==> src/rtl/vga_timing.sv <==
// VGA raster timing generator: h/v counters, a fetch-request stage and a
// display stage one clock later, so pixel memory gets exactly one clock of latency.
module vga_timing #(
   parameter int H_ACTIVE = 640,
   parameter int H_FP     = 16,
   parameter int H_SYNC   = 96,
   parameter int H_BP     = 48,
   parameter int V_ACTIVE = 480,
   parameter int V_FP     = 10,
   parameter int V_SYNC   = 2,
   parameter int V_BP     = 33,
   parameter bit SYNC_POL = 1'b0
) (
   input  logic       clk_25m,
   input  logic       rst,
   output logic       pix_req,
   output logic [9:0] req_x,
   output logic [9:0] req_y,
   output logic       de,
   output logic       hsync,
   output logic       vsync,
   output logic       frame_start,
   output logic       line_end
);

   localparam int H_TOTAL = H_ACTIVE + H_FP + H_SYNC + H_BP;
   localparam int V_TOTAL = V_ACTIVE + V_FP + V_SYNC + V_BP;

   localparam logic [9:0]  H_LAST = 10'(H_TOTAL - 1);
   localparam logic [9:0]  V_LAST = 10'(V_TOTAL - 1);
   localparam logic [10:0] HA     = 11'(H_ACTIVE);
   localparam logic [10:0] VA     = 11'(V_ACTIVE);
   localparam logic [10:0] HS_BEG = 11'(H_ACTIVE + H_FP);
   localparam logic [10:0] HS_END = 11'(H_ACTIVE + H_FP + H_SYNC);
   localparam logic [10:0] VS_BEG = 11'(V_ACTIVE + V_FP);
   localparam logic [10:0] VS_END = 11'(V_ACTIVE + V_FP + V_SYNC);

   logic [9:0]  h, v;
   logic [10:0] hx, vx;
   logic        hs1, vs1, fs1, le1;
   logic        vis;

   assign hx  = {1'b0, h};
   assign vx  = {1'b0, v};
   assign vis = (hx < HA) && (vx < VA);

   always_ff @(posedge clk_25m) begin
      if (rst) begin
         h <= '0;
         v <= '0;
      end else if (h == H_LAST) begin
         h <= '0;
         v <= (v == V_LAST) ? '0 : v + 10'd1;
      end else begin
         h <= h + 10'd1;
      end
   end

   // Fetch stage: coordinates only advance inside the visible area.
   always_ff @(posedge clk_25m) begin
      if (rst) begin
         pix_req <= 1'b0;
         req_x   <= '0;
         req_y   <= '0;
         hs1     <= 1'b0;
         vs1     <= 1'b0;
         fs1     <= 1'b0;
         le1     <= 1'b0;
      end else begin
         pix_req <= vis;
         if (vis) begin
            req_x <= h;
            req_y <= v;
         end
         hs1 <= (hx >= HS_BEG) && (hx < HS_END);
         vs1 <= (vx >= VS_BEG) && (vx < VS_END);
         fs1 <= (h == '0) && (v == '0);
         le1 <= (h == H_LAST);
      end
   end

   always_ff @(posedge clk_25m) begin
      if (rst) begin
         de          <= 1'b0;
         hsync       <= ~SYNC_POL;
         vsync       <= ~SYNC_POL;
         frame_start <= 1'b0;
         line_end    <= 1'b0;
      end else begin
         de          <= pix_req;
         hsync       <= hs1 ? SYNC_POL : ~SYNC_POL;
         vsync       <= vs1 ? SYNC_POL : ~SYNC_POL;
         frame_start <= fs1;
         line_end    <= le1;
      end
   end

endmodule

==> config.mk <==
export PLATFORM = sky130hd
export DESIGN_NAME = vga_timing
export DESIGN_NICKNAME = d
export VERILOG_FILES = /design/src/rtl/vga_timing.sv
export SDC_FILE = /design/constraint.sdc
export NUM_CORES = 1
export LEC_CHECK = 0
export BUFFER_PORTS_ARGS = -buffer_cell sky130_fd_sc_hd__buf_2
export CORE_ASPECT_RATIO = 1.2
export CORE_UTILIZATION = 40
export DETAILED_ROUTE_END_ITERATION = 12
export GPL_ROUTABILITY_DRIVEN = 0
export SLEW_MARGIN = 25
export SYNTH_ARGS = -nofsm -noshare
export SYNTH_HDL_FRONTEND = slang
export SYNTH_SLANG_ARGS = --single-unit
==> constraint.sdc <==
create_clock -name clk_25m -period 3.6 [get_ports clk_25m]
set_input_delay 0.72 -clock clk_25m [delete_from_list [all_inputs] [get_ports clk_25m]]
set_output_delay 0.72 -clock clk_25m [all_outputs]
set_load 0.01 [all_outputs]
After elaboration in Yosys (flattened, before gate mapping)
Index checks and enable logic that the tools add are counted.
- memory bits (writable): 0
- bits in read-only memories: 0
- flip-flop bits (word level): 50
- memories: 0
- input bits: 2
- logic and storage cells: 34
- latch bits: 0
- output and inout bits: 26
- $add $sub $neg: 2
- bitwise gates (word level): 0
- multipliers: 0
- divide/modulo/power cells: 0
- reductions and logical operators: 7
- eq/ne operators: 2
- muxes and demuxes: 3
- shift operators: 0
- order comparisons: 6
- operator list (cell ; number):
    $add 10x1->10 const B ; 2
    $eq 10x10->1 const B ; 2
    $logic_not 10->1 ; 2
    $lt 10x10->1 const B ; 2
    $lt 10x9->1 const B ; 2
    $ge 10x10->1 const B ; 1
    $ge 10x9->1 const B ; 1
    $mux 10 ; 1
    $logic_and 1x1->1 ; 4
    $mux 1 ; 2
    $reduce_or 2->1 ; 1

Depth between registers and ports, before layout
Gate-level depths: netlist (run 1).
- word-level depth: 2
- depth in mapped cells: 7
- gate-level depth less buffers: 6

Least setup slack after synthesis (run 1)
OpenSTA, ideal clock, no wires.
- kind: register -> register
- start: register h[0]
- end: register v[8]
- data arrival time: 1.905 ns
- period minus slack after synthesis: 1.976 ns
- required time: 3.528 ns
- buffers on the path: 1
- library setup time: 0.072 ns
- path slack: 1.624 ns
- stages on the path, launching flop included: 7
- path through: dfxtp_1 > ha_1 > nand4_2 > or3_1 > buf_2 > or4_1 > a21oi_1
- longest elaborated chain between the ends: 1
- RTL lines (item ; line ; RTL):
    from (decl) ; 38 ; logic [9:0] h, v;
    from (signal assigned) ; 55 ; h <= h + 10'd1;
    $eq 10x10->1 ; 51 ; end else if (h == H_LAST) begin
    to (signal assigned) ; 53 ; v <= (v == V_LAST) ? '0 : v + 10'd1;
    to (decl) ; 38 ;
No other way between the ends.
A chain may end at the register's enable or synchronous reset.

Worst setup path after layout (run 1)
- start: register h[0]
- end: register v[6]
Same word-level chain as after synthesis.

==> results.md, run 1 <==
- The flow ran to the end, and the final reports show no timing, DRC or antenna violations.
- The leakage power summed over all cells is 0.982 nW.
- The number of placed cells counting well taps is 290.
- Dividing total power by cell area gives a power density of 413 nW/um^2.
- When the netlist entered floorplanning its net count stood at 224.
- The first detailed-routing pass ran for 4 iterations.
- The wire length on met1 is 1920 um.
- The design draws 0.000928 W.
- Setup repair after global routing left no endpoint under its margin.
- The tool flagged a number of max-cap violations equal to 0.
- After synthesis the netlist holds a flip-flop and latch count of 50.
- The number of different library cells in the post-synthesis netlist is 35.
- Across every metal layer, demand over resource in global routing totals 0.164.
- The register area share after synthesis is 0.497.
- The initial utilization of the core area, before any placement, comes to 0.426.
- In this run the count of I/O pins placed on the die edge is 28.
- The total met2 wirelength after detailed routing is 1660 um.
- The initial antenna violation count came to 0.
- In the final layout, the share of cells above drive strength 1 is 0.154.
- The maximum single-stage delay on the critical path is 540 ps.
- For this run, asynchronously set or reset flops after synthesis account for 0.
- The maximum fanout along the worst path is 9.
- At the end of the flow, the number of nets in the layout was 245.
- The share of the synthesized area in compound gates (AO/OA/AOI/OAI) is 0.0335.
- The routed length on met3 is 202 um.
- The cell count after synthesis is 218.
- The relative slew slack is 0.579.
- The critical path is of the register to register type.
- After synthesis, the cell types taking the most area are sky130_fd_sc_hd__dfxtp_1 (50%), sky130_fd_sc_hd__nor2_1 (7.3%), sky130_fd_sc_hd__mux2i_1 (7.0%), sky130_fd_sc_hd__xnor2_1 (3.9%), sky130_fd_sc_hd__nand3_1 (2.7%).
- The total via count after detailed routing is 1490.
- The final-layout setup total negative slack is 0 ps.
- The wire-length estimate of the detail-placed layout is 2600 um.
- The signal on the critical path passes through ha_1, nand4_2, or3_1, o21bai_1, nor2_1.
- The mux share of post-synthesis cell area is 0.0696.
- The most critical setup path has its endpoint at v[6]$_SDFFE_PP0P_.
- The clock root buffer master is sky130_fd_sc_hd__clkbuf_8.
- For the worst-skew pair, the clock arrives at the later sink with an insertion delay of 300 ps.
- The post-CTS setup buffer count is 0.
- In this run the critical register-to-register path is launched from h[0]$_SDFF_PP0_.
- Global routing finished with a remaining overflow of 0.
- The final worst hold slack is 385 ps.
- The critical path data arrival time is 2360 ps.
- The final number of max-transition violations is 0.
- The cell area after synthesis is 2010 um^2.
- The number of buffers added on ports is 27.
- Leaving out fill and tap cells, the most frequent cells in the layout are sky130_fd_sc_hd__dfxtp_1 (50), sky130_fd_sc_hd__nor2_1 (39), sky130_fd_sc_hd__buf_2 (27).
- After detailed routing, the average wire length per cell comes to 12.9 um.
- STA classifies the critical path endpoint as a register.
- The largest total area in the synthesized netlist belongs to sky130_fd_sc_hd__dfxtp_1.
- The total clock buffers created by CTS is 5.
- The worst path in the final design needs a cycle of 2190 ps, including I/O delays and setup.
- The total count of hold-check failures in the final report was 0.
- The worst register-to-register path has a depth of 5.
- The finished cells cover 2250 um^2.
- Clock-pin slew was measured on the worst setup and hold paths at 90 ps.
- CTS built an H-tree with a depth of 2.
- The actual slew at the worst max-slew pin is 631 ps.
- The quantity of gates resized following cts is 0.
- The floorplan step set the die width to 66.8 um.
- Of the total synthesized cell area, the portion taken by full adders, half adders and majority gates is 0.0248.
- The xor and xnor fraction of the mapped netlist area is 0.0565.
- Setup violations remaining at the end of the flow were counted as 0.
- After detailed placement, the total cell area comes to 2160 um^2.
- In the synthesized netlist the dominant register cell turns out to be sky130_fd_sc_hd__dfxtp_1.
- Leaving out fill and tap cells, the most frequent cell in the layout is sky130_fd_sc_hd__dfxtp_1.
- In this run the worst hold path is classified as register to register.
- Routed signal wires occupy layers up through met4.
- The antenna diode count is 0.
- The critical-path cell with the highest stage delay is sky130_fd_sc_hd__or3_1.
- The number of enable flip-flop cells after synthesis is 0.
- The region available for standard cell placement spans 4730 um^2.
- STA classifies the critical path startpoint as a register.
- For this run, the number of Yosys warnings is 0.
- A synthesized cell averages 9.24 um^2.
- The DRC violations left is 0.
- The tree built by TritonCTS fans out to 50 sinks.
- The combinational family with the most area after synthesis is simple AND/OR/NAND/NOR gates.
- The worst voltage drop across the vdd grid is 0.000227 V.
- The cell row count is 27.
- In this run the critical register-to-register path is captured at v[6]$_SDFFE_PP0P_.
- The most critical setup path has its startpoint at h[0]$_SDFF_PP0_.
- Entering global routing, the biggest net connects 37 pins.
- The first-pass GRT wire length is 6500 um.
- In this run the deepest clock path goes through 2 buffers.
- The die boundary height is 79.7 um.
- The final cell count without fillers is 298.
- The via count of the first global-routing pass was 1349.
- In this run the remaining antenna-violating nets after routing total 0.
- The area overhead of the layout relative to synthesis is 11.6%.
- TritonCTS built the clock tree.
- The final cycle utilization of the critical path is 0.610.
- The number of DRC markers after the initial detailed-route iteration is 90.
- After clock tree synthesis, the flow added hold-fix buffers numbering 0.
- The routed design has 3840 um of wire.
- Using the TritonRoute via totals, the vias-per-cell ratio works out to 5.00.
- The slack of the worst reg-to-reg path is 1410 ps.
- The share of synthesized area in the top cell type comes to 0.497.
- The worst-case clock skew is 7.45 ps.
- The endpoint required time on the critical path is 3770 ps.
- The die outline area is 5330 um^2.
- The peak clock frequency supported by timing is 0.456 GHz.
- Of the total synthesized cell area, the portion taken by AND, OR, NAND and NOR gates is 0.272.
worst min-delay path by stage:
stage / start / endpoint / slack (ps) / cells after the start
after CTS: hs1$_SDFF_PP0_ / hsync$_SDFF_PP1_ / 390 / 1
after global placement: vs1$_SDFF_PP0_ / vsync$_SDFF_PP1_ / 360 / 1
final: hs1$_SDFF_PP0_ / hsync$_SDFF_PP1_ / 380 / 1
after floorplan: hs1$_SDFF_PP0_ / hsync$_SDFF_PP1_ / 360 / 1
after global routing: hs1$_SDFF_PP0_ / hsync$_SDFF_PP1_ / 410 / 1
after detailed placement: hs1$_SDFF_PP0_ / hsync$_SDFF_PP1_ / 370 / 1
per-layer routing:
metal,vias to the layer above,GRT usage
met5,-,0
met4,0,0.0638
met3,6,0.0500
met2,42,0.244
met1,663,0.220
li1,779,-
sequential cells by signal (all words and copies together), names as in the netlist, 10 cells and up:
| signal | cells |
|---|---|
| v | 10 |
| req_x | 10 |
| req_y | 10 |
| h | 10 |
stage by stage:
stage	utilization	setup slack [ps]
after CTS	0.475	1400
after floorplan	-	1620
after global placement	0.456	1480
after detailed placement	0.456	1400
final	0.475	1410
after global routing	0.475	1160
where the power goes:
group,switching (W),total (W),internal [W]
logic,0.0000185,0.0000296,0.0000111
clock network,0.000178,0.000333,0.000155
registers,0.00000547,0.000566,0.000560
total,0.000202,0.000928,0.000727
kinds of logic after synthesis:
| logic type | Yosys count |
|---|---|
| compound gates | 12 |
| simple gates | 105 |
| fa+ha+maj | 4 |
| flops | 50 |
| buf+inv | 20 |
| mux | 14 |
| xor+xnor | 13 |
cell type report:
cell class / count / area, um^2
Fill cell: 486 / 2480
Sequential cell: 50 / 1000
Multi-Input combinational cell: 148 / 921
Timing Repair Buffer: 27 / 135
Clock buffer: 7 / 86.3
Tap cell: 58 / 72.6
Inverter: 7 / 26.3
Clock inverter: 1 / 5.00
cells in the mapped netlist (4+ instances only):
master	n
sky130_fd_sc_hd__a21oi_1	5
sky130_fd_sc_hd__clkbuf_1	7
sky130_fd_sc_hd__dfxtp_1	50
sky130_fd_sc_hd__ha_1	4
sky130_fd_sc_hd__inv_1	7
sky130_fd_sc_hd__mux2i_1	14
sky130_fd_sc_hd__nand2_1	6
sky130_fd_sc_hd__nand2b_1	5
sky130_fd_sc_hd__nand3_1	11
sky130_fd_sc_hd__nand4_1	5
sky130_fd_sc_hd__nor2_1	39
sky130_fd_sc_hd__nor2b_1	8
sky130_fd_sc_hd__nor3_1	6
sky130_fd_sc_hd__nor4_1	8
sky130_fd_sc_hd__o21ai_0	4
sky130_fd_sc_hd__or3_1	4
sky130_fd_sc_hd__xnor2_1	9
sky130_fd_sc_hd__xor2_1	4
critical path, delay by kind of cell (launching register included):
| family | cells | cell delay, ps |
|---|---|---|
| AO/OA/AOI/OAI | 1 | 540 |
| adder cells (fa/ha/maj) | 1 | 240 |
| flip-flops | 1 | 410 |
| AND/OR/NAND/NOR | 3 | 870 |
Note: power is estimated with default switching activity, not from simulation.
==> inputs of run 2 (changes only) <==
==> constraint.sdc (replaced) <==
create_clock -name clk_25m -period 1.9 [get_ports clk_25m]
set_input_delay 0.38 -clock clk_25m [delete_from_list [all_inputs] [get_ports clk_25m]]
set_output_delay 0.38 -clock clk_25m [all_outputs]
set_load 0.01 [all_outputs]
==> run 2 against run 1 <==
Die area stayed put. Global-route usage is 1.5 points higher. Sequential cell count is the same. Worst hold slack got worse by 2.6 ps. Routed wire length rose by 8.7%. Cell count increased by 6.7%. Sequential power up 89%. Largest power group unchanged. Clock power is 120% higher. Critical path depth is the same. Via count up 6.1%. Sequential share of layout area is 3.7 points lower. Non-clock buffer count up 20.
==> results.md, run 2 (synthesized netlist as in run 1, its figures left out) <==
- The power density over the cells came to 771 nW/um^2 (+87%).
- The number of levels the H-tree was split into is 2 (unchanged).
- The leakage power summed over all cells was 1.10 nW (+12%).
- The CTS tree is done.
- The detailed-placement wirelength estimate is 2880 um (+11%).
- The final number of max-transition violations came to 0 (unchanged).
- The critical path goes through ha_4, nand4_4, or4_4, or3_1, a21oi_1.
- The peak clock frequency supported by timing is 0.561 GHz (+23%).
- The critical path data arrival time is 2030 ps (-330 ps).
- The startpoint kind of the worst setup timing path is a register.
- The number of top-level pins is 28 (unchanged).
- The flow ran to the end, and the final reports show no timing, DRC or antenna violations.
- The destination of the worst register-to-register timing path is v[7]$_SDFFE_PP0P_.
- The antenna diode count is 0 (unchanged).
- The total power of the final layout is 0.00189 W (+100%).
- The time the worst path needs with I/O delays and setup is 1780 ps (-413 ps).
- The worst-case clock skew is 8.92 ps (+1.48 ps).
- The maximum fanout along the worst path is 5 (-4).
- The DRC violations left is 0 (unchanged).
- The via density per instance is 4.97 (-0.57%).
- The maximum single-stage delay on the critical path is 580 ps (+40 ps).
- The number of buffers added on ports is 27 (unchanged).
- The die outline area is 5330 um^2 (unchanged).
- The overall fraction of global-route tracks in use is 0.180 (+0.0155).
- The final setup violation count came to 0 (unchanged).
- Setup repair after global routing left no endpoint under its margin.
- The clock network latency to the later pin of the worst-skew pair came to 310 ps (about the same).
- The number of DRC markers after the initial detailed-route iteration is 71 (-21%).
- The initial antenna violation count is 0 (unchanged).
- The number of buffers on the longest clock path is 2 (unchanged).
- The worst setup path is captured at a register.
- The horizontal die dimension is 66.8 um (unchanged).
- The wire length per cell after detailed routing is 13.1 um (+1.9%).
- The cell row count was 27 (unchanged).
- The final worst hold slack is 382 ps (-2.56 ps).
- The die boundary height was 79.7 um (unchanged).
- The share of final-layout standard cells stronger than drive strength 1 is 0.223 (+0.0689).
- The worst voltage drop across the vdd grid is 0.000461 V (+100%).
- The slowest stage of the critical path is the sky130_fd_sc_hd__or4_4 cell.
- The source of the worst hold timing path is vs1$_SDFF_PP0_.
- The area of the core region is 4730 um^2 (unchanged).
- The final cycle utilization of the critical path came to 0.938 (+0.328).
- The instance area after placement came to 2340 um^2 (+8.5%).
- The initial cell density of the core came to 0.426 (unchanged).
- The clock root buffer master is sky130_fd_sc_hd__clkbuf_8.
- In this run the critical register-to-register path is launched from h[1]$_SDFF_PP0_.
- The final wirelength came to 4170 um (+8.7%).
- The total count of hold-check failures in the final report is 0 (unchanged).
- The total via count after detailed routing is 1581 (+6.1%).
- The category of the critical setup timing path is register to register.
- Leaving out fill and tap cells, the most frequent cells in the layout are sky130_fd_sc_hd__dfxtp_1 (50), sky130_fd_sc_hd__nor2_1 (39), sky130_fd_sc_hd__buf_2 (27).
- The final-layout setup total negative slack is 0 ps (unchanged).
- The sum of overflow across all layers after global routing is 0 (unchanged).
- The cell count of the worst reg-to-reg path came to 5 (unchanged).
- The relative slew slack is 0.754 (+0.175).
- The number of nets in the layout came to 265 (+8.2%).
- The actual slew at the worst max-slew pin is 366 ps (-265 ps).
- The clock-pin transition on the worst setup and hold timing paths came to 90 ps (about the same).
- The count of antenna-violating nets left after detailed routing is 0 (unchanged).
- The first-pass GRT wire length came to 7090 um (+9.1%).
- The maximum number of pins on one net before global-route repair is 36 (-2.7%).
- The slack of the worst reg-to-reg path was 120 ps (-1290 ps).
- The endpoint required time on the critical path is 2140 ps (-1630 ps).
- The final instance area was 2450 um^2 (+9.1%).
- The sink count of the clock tree is 50 (unchanged).
- The tightest min-delay check is of the register to register type.
- The leading cell type in the layout, fill and taps excluded is sky130_fd_sc_hd__dfxtp_1.
- The total clock buffers created by CTS is 5 (unchanged).
- The via count of the first global-routing pass was 1456 (+7.9%).
- The number of maximum-capacitance constraint violations was 0 (unchanged).
- The final core utilization came to 0.519 (+0.0434).
- The area overhead of the layout relative to synthesis is 21.7%.
- The iteration count of the initial detailed-routing pass was 4 (unchanged).
- For hold timing, the worst endpoint is vsync$_SDFF_PP1_.
- The cell count of the worst hold path is 1 (unchanged).
==> run 2: cell types whose count changed in the layout (fill, tap and decap cells not counted), sizes merged <==
cell      before  now
buf           27   47
bufinv         0    1
clkbuf         7    6
clkinv         1    0
clkinvlp       0    1
==> run 2: timing repair <==
item	in CTS	in global routing
setup buffers	0	0
endpoints found under the setup margin	0	2
hold buffers	0	0
gates resized for setup	0	1
==> run 2: routing by layer <==
metal	vias to the layer above	GRT usage	share of wire
li1	818	-	-
met1	713	0.240	0.50
met2	42	0.268	0.44
met3	8	0.0371	0.044
met4	0	0.0957	0.018
met5	-	0	0
==> run 2: worst max path at each step <==
| stage | start | endpoint | slack [ps] | cells after the start |
|---|---|---|---|---|
| after floorplan | h[0]$_SDFF_PP0_ | v[8]$_SDFFE_PP0P_ | 3 | 6 |
| after global placement | h[1]$_SDFF_PP0_ | v[7]$_SDFFE_PP0P_ | 120 | 5 |
| after detailed placement | h[1]$_SDFF_PP0_ | v[7]$_SDFFE_PP0P_ | 100 | 5 |
| after CTS | h[1]$_SDFF_PP0_ | v[7]$_SDFFE_PP0P_ | 60 | 5 |
| after global routing | h[1]$_SDFF_PP0_ | v[8]$_SDFFE_PP0P_ | 20 | 5 |
| final | h[1]$_SDFF_PP0_ | v[7]$_SDFFE_PP0P_ | 120 | 5 |
==> run 2: area by class of cell <==
cell class,count,area (um^2)
clock buffers,6,72.6
clock inverters,2,37.5
fillers,466,2280
inverters,7,26.3
multi-input cells,148,945
flip-flops and latches,50,1000
well taps,58,72.6
repair buffers,47,298
==> run 2: report_power, final <==
part           switching [W]  total [W]  internal [W]
clock network       0.000354   0.000747      0.000393
logic              0.0000432  0.0000743     0.0000311
registers         0.00000791    0.00107       0.00106
==> run 2: metrics by stage <==
| stage | cells | worst slack (ps) |
|---|---|---|
| 2_1_floorplan | 218 | 2.71 |
| 6_report | 318 | 118 |
| 5_1_grt | 318 | 23.8 |
| 3_5_place_dp | 310 | 98.7 |
| 3_3_place_gp | 310 | 121 |
| 4_1_cts | 318 | 55.7 |
==> run 2: worst max-delay path, delay by kind of cell, from the launching register on <==
kind	cells	cell delay, ps
DFF	1	390
and+or+nand+nor	3	1020
adders and majority gates	1	180
AOI/OAI and AO/OA	1	140
